===== config.mk =====
export PLATFORM = sky130hd
export DESIGN_NAME = seg_scan_nx7
export DESIGN_NICKNAME = d
export VERILOG_FILES = /design/src/rtl/seg_pkg.sv /design/src/rtl/seg_lz_mask.sv /design/src/rtl/seg_scan_nx7.sv
export SDC_FILE = /design/constraint.sdc
export NUM_CORES = 1
export LEC_CHECK = 0
export CORE_MARGIN = 5
export CORE_UTILIZATION = 53
export DETAILED_ROUTE_END_ITERATION = 8
export PLACE_DENSITY = 0.79
export SLEW_MARGIN = 10
export SYNTH_ARGS = -nofsm -noshare
export SYNTH_HDL_FRONTEND = slang
export SYNTH_SLANG_ARGS = --single-unit

===== constraint.sdc =====
create_clock -name clk -period 2.55 [get_ports clk]
set_input_delay 0.51 -clock clk [delete_from_list [all_inputs] [get_ports clk]]
set_output_delay 0.51 -clock clk [all_outputs]
set_load 0.005 [all_outputs]

===== src/rtl/seg_pkg.sv =====
// Shared constants for the multiplexed 7-segment scanners.
// Segment codes are active-low with bit order b,A,f,C,g,D,dp,e (bit7..bit0).
package seg_pkg;

  localparam int unsigned SEG_DP_BIT  = 1;
  localparam logic [7:0]  SEG_ALL_OFF = 8'hFF;

  localparam logic [7:0] HEX_SEG [16] = '{
    8'h0A, 8'h6F, 8'h32, 8'h23, 8'h47, 8'h83, 8'h82, 8'h2F,
    8'h02, 8'h03, 8'h06, 8'hC2, 8'h9A, 8'h62, 8'h92, 8'h94
  };

  // Active-low glyph for a nibble, with the decimal point lit on request.
  function automatic logic [7:0] glyph(input logic [3:0] nib, input logic dp_on);
    logic [7:0] code;
    code = HEX_SEG[nib];
    if (dp_on) code[SEG_DP_BIT] = 1'b0;
    return code;
  endfunction

endpackage


===== src/rtl/seg_lz_mask.sv =====
// Leading-zero suppression mask: bit k is set when digits k..top are all zero.
// Digit 0 is never suppressed so a zero value still shows a single "0".
module seg_lz_mask #(
  parameter int unsigned NUM_DIGITS = 4
) (
  input  logic [4*NUM_DIGITS-1:0] value,
  input  logic                    lz_en,
  output logic [NUM_DIGITS-1:0]   mask
);

  logic upper_zero;

  always_comb begin
    mask       = '0;
    upper_zero = 1'b1;
    for (int k = NUM_DIGITS - 1; k >= 1; k--) begin
      upper_zero = upper_zero & (value[4*k +: 4] == 4'h0);
      mask[k]    = lz_en & upper_zero;
    end
  end

endmodule


===== src/rtl/seg_scan_nx7.sv =====
// Parametrised N-digit multiplexed 7-segment driver with dp, blanking,
// leading-zero suppression, 16-level PWM and a dead-time phase per slot.
module seg_scan_nx7
  import seg_pkg::*;
#(
  parameter int unsigned NUM_DIGITS      = 4,
  parameter int unsigned SCAN_DIV_LOG2   = 18,
  parameter bit          DIG_ACTIVE_HIGH = 1'b1,
  parameter bit          SEG_ACTIVE_LOW  = 1'b1
) (
  input  logic                          clk,
  input  logic                          rst_n,
  input  logic [4*NUM_DIGITS-1:0]       value,
  input  logic [NUM_DIGITS-1:0]         dp,
  input  logic [NUM_DIGITS-1:0]         blank,
  input  logic                          lz_en,
  input  logic [3:0]                    brightness,
  input  logic                          disp_en,
  output logic [NUM_DIGITS-1:0]         digit_sel,
  output logic [7:0]                    seg,
  output logic                          frame_start,
  output logic [$clog2(NUM_DIGITS)-1:0] cur_digit
);

  localparam int unsigned IW = $clog2(NUM_DIGITS);
  localparam logic [IW-1:0] LAST_IDX = IW'(NUM_DIGITS - 1);
  localparam logic [NUM_DIGITS-1:0] SEL_IDLE = DIG_ACTIVE_HIGH ? '0 : '1;
  localparam logic [7:0] SEG_IDLE = SEG_ACTIVE_LOW ? SEG_ALL_OFF : ~SEG_ALL_OFF;

  logic [SCAN_DIV_LOG2-1:0] prescaler;
  logic [IW-1:0]            idx;
  logic [3:0]               phase;
  logic                     slot_end;
  logic                     snap;

  logic [4*NUM_DIGITS-1:0]  sh_value;
  logic [NUM_DIGITS-1:0]    sh_dp;
  logic [NUM_DIGITS-1:0]    sh_blank;
  logic                     sh_lz;
  logic [NUM_DIGITS-1:0]    lz_mask;

  logic [3:0]               nib;
  logic                     active;
  logic [NUM_DIGITS-1:0]    sel_next;
  logic [7:0]               seg_next;
  logic [7:0]               code;

  assign phase     = prescaler[SCAN_DIV_LOG2-1 -: 4];
  assign slot_end  = &prescaler;
  assign snap      = slot_end && (idx == LAST_IDX);
  assign cur_digit = idx;

  seg_lz_mask #(
    .NUM_DIGITS(NUM_DIGITS)
  ) u_lz_mask (
    .value(sh_value),
    .lz_en(sh_lz),
    .mask (lz_mask)
  );

  // Scan timing and the once-per-frame shadow capture.
  always_ff @(posedge clk or negedge rst_n) begin
    if (!rst_n) begin
      prescaler   <= '0;
      idx         <= '0;
      sh_value    <= '0;
      sh_dp       <= '0;
      sh_blank    <= '0;
      sh_lz       <= 1'b0;
      frame_start <= 1'b0;
    end else begin
      prescaler   <= prescaler + 1'b1;
      frame_start <= snap;
      if (slot_end) begin
        idx <= (idx == LAST_IDX) ? '0 : idx + 1'b1;
      end
      if (snap) begin
        sh_value <= value;
        sh_dp    <= dp;
        sh_blank <= blank;
        sh_lz    <= lz_en;
      end
    end
  end

  // brightness and disp_en act directly so dimming responds within a slot.
  always_comb begin
    nib      = sh_value[4*idx +: 4];
    active   = disp_en && (phase != 4'd0) && (phase <= brightness) &&
               !sh_blank[idx] && !lz_mask[idx];
    code     = glyph(nib, sh_dp[idx]);
    sel_next = SEL_IDLE;
    seg_next = SEG_IDLE;
    if (active) begin
      sel_next = DIG_ACTIVE_HIGH ? (NUM_DIGITS'(1) << idx) : ~(NUM_DIGITS'(1) << idx);
      seg_next = SEG_ACTIVE_LOW ? code : ~code;
    end
  end

  always_ff @(posedge clk or negedge rst_n) begin
    if (!rst_n) begin
      digit_sel <= SEL_IDLE;
      seg       <= SEG_IDLE;
    end else begin
      digit_sel <= sel_next;
      seg       <= seg_next;
    end
  end

endmodule


==> results_dict.tcl <==
set metrics [dict create \
    drive_gt1_frac 0.230 \
    vias 1800 \
    tns_ns 0 \
    clockBufferDepth 2 \
    clock-sinks 58 \
    maxSlewViolCount 0 \
    fin_util 0.698 \
    placed_area_um2 3400 \
    power.density_nw_per_um2 558 \
    p_leak_nw 1.64 \
    p_sw_frac 0.201 \
    rows 26 \
    crit_slowest_cell "mux4_2" \
    area_growth_pct 25.9 \
    postLayoutSetupSlackWorst_ns 0.465 \
    ctsHoldBuffers 0 \
    p_switching_mw 0.405 \
    pin_count 47 \
    cts_setup_buffers 0 \
    period_share 0.818 \
    yosys_warnings 0 \
    layout.cells.non_filler 348 \
    finalNetCount 321 \
    pre_cts_slack_ns 0.179 \
    wirelength_um 5130 \
    dieArea_um2 6980 \
    drcViolationCount 0 \
    cts_made_buffers 9 \
    worstRegToRegCells 6 \
    regToRegEndpoint "seg[2]" \
    clkTransAtPathRegs_ns 0.06 \
    hold_path_class "input port to async pin" \
    layout_common_cells "dfrtp_1, clkdlybuf4s50_1, mux2_4, nand2_1, ha_1" \
    ant_nets 0 \
    p_total_mw 2.01 \
    crit_chain "mux4_2, inv_1, ha_1, a21oi_1, o21ai_0, nand2_1" \
    grt_start_max_net_pins 47 \
    pwr-share-seq 0.475 \
    grtUsageTotal 0.160 \
    gp_congestion 0.840 \
    insertion_delay_ns 0.33 \
    period_minus_slack_ns 2.09 \
    ys_ff_latch 58 \
    die_w_um 83.5 \
    combPwrFrac 0.072 \
    avgSynthCellArea_um2 13.1 \
    post-place-cells 332 \
    design_area_um2 3610 \
    ys_seq_area_frac 0.510 \
    critPathMaxStageDelay_ns 0.67 \
    peakVddDrop_mv 0.392 \
    coreArea_um2 5170 \
    via_per_inst 5.17 \
    rsz0062_at_grt "false" \
    antenna_found_initial 0 \
    drtPass1Iterations 6 \
    hold_violations 0 \
    setup_viol 0 \
    reg2reg_slack_ns 0.46 \
    wl_per_cell_um 14.7 \
    synth_cells 219 \
    power_frac_clock 0.453 \
    dieHeight_um 83.5 \
    crit_type "register to register" \
    end_kind "register" \
    cts_tree "built" \
    yosysUniqueCellTypes 37 \
    syn_nets 267 \
    ctsRootBufferMaster "clkbuf_8" \
    portBuffers 46 \
    start_util 0.554 \
    finalClockSkew_ns 0.0109 \
    tightest_slew_ns 0.501 \
    status "completed" \
    grt_pass1_wl_um 8780 \
    cts_resized 0 \
    synth_area_um2 2870 \
    htreeDepth 3 \
    num_antenna_cells 0 \
    hpwl_um 3760 \
    slew_headroom 0.666 \
    max_freq_mhz 480 \
    hold_ws_ns 0.0701 \
    reg2reg_from "cur_digit[0]" \
    max_cap_viol_count 0 \
    critPathRequiredTime_ns 2.82 \
    gr-total-overflow 0 \
    worstPathArrival_ns 2.36 \
    cp_max_fo 11 \
    layout_commonest_cell "dfrtp_1" \
    p_int_mw 1.61 \
    grt_pass1_vias 1854 \
    drt_iter0_drc 91 \
    critPathLaunchType "register" \
]
[logic make-up after synthesis]
group	share of synthesized area
compound gates	0.0402
xor+xnor	0.0489
fa+ha+maj	0.0698
buf+inv	0.0323
flops	0.510
mux	0.182
simple gates	0.117
[critical path: cells and delay by family, from the launching register on]
kind,cells,cell delay [ns]
flops,1,0.61
simple gates,1,0.08
fa+ha+maj,1,0.28
mux,1,0.67
compound gates,2,0.23
buf+inv,1,0.17
[routing by layer]
layer  vias to the layer above  routed length, um  track usage
met1                       871               2300        0.204
met5                         -                  0            0
met2                        45               2410        0.246
met4                         0                143       0.0848
met3                        13                267       0.0494
li1                        871                  -            -
[layout make-up]
class / instances / area (um^2)
multi-input cells: 143 / 1310
repair buffers: 49 / 490
flip-flops and latches: 58 / 1460
clock buffers: 14 / 153
fillers: 369 / 1560
clock inverters: 2 / 60.1
well taps: 70 / 87.6
inverters: 12 / 45.0
[state kept, by name (all words and copies together) (netlist names), 2 cells and up]
register   count
prescaler     18
sh_value      16
seg            8
digit_sel      4
sh_blank       4
sh_dp          4
cur_digit      2
[synthesized netlist by cell type]
cell | n | area (um^2)
dfrtp_1 | 50 | 1250
mux2_4 | 19 | 285
ha_1 | 16 | 200
nand2_1 | 16 | 60.1
inv_1 | 12 | 45.0
xnor2_1 | 10 | 87.6
mux2_2 | 9 | 101
nand3_1 | 9 | 45.0
nor2_1 | 9 | 33.8
dfstp_2 | 8 | 210
and2_1 | 6 | 37.5
mux4_2 | 6 | 135
xor2_1 | 6 | 52.6
a21oi_1 | 5 | 25.0
and3_1 | 3 | 18.8
buf_6 | 3 | 33.8
nor2b_1 | 3 | 18.8
nor4_1 | 3 | 18.8
o21ai_0 | 3 | 15.0
and4_1 | 2 | 17.5
buf_2 | 2 | 10.0
nand2b_1 | 2 | 12.5
nand4_1 | 2 | 12.5
o211ai_1 | 2 | 15.0
a211oi_1 | 1 | 7.51
a21o_1 | 1 | 7.51
a22oi_1 | 1 | 7.51
a22oi_2 | 1 | 12.5
clkbuf_1 | 1 | 3.75
nand3_4 | 1 | 17.5
nand4_2 | 1 | 12.5
nor2_4 | 1 | 11.3
nor4_2 | 1 | 12.5
o21a_1 | 1 | 7.51
o221ai_1 | 1 | 8.76
o41ai_1 | 1 | 8.76
or2_2 | 1 | 6.26
[power by group through the flow]
stage               Sequential [mW]  Combinational, mW  Clock [mW]
floorplan                     0.966             0.0666           0
detailed placement            0.972              0.147           0
finish                        0.956              0.146       0.913
global placement              0.971              0.144           0
CTS                           0.956              0.148       0.935
global route                  0.958              0.162       0.975
[worst max-delay path by stage]
stage | start | end | slack (ns)
6_report | cur_digit[0] | seg[2] | 0.46
3_3_place_gp | brightness[1] | seg[4] | 0.23
5_1_grt | cur_digit[0] | seg[2] | 0.30
4_1_cts | cur_digit[0] | seg[2] | 0.46
2_1_floorplan | brightness[1] | seg[4] | 0.68
3_5_place_dp | brightness[1] | seg[4] | 0.18
(Power assumes the default switching activity.)
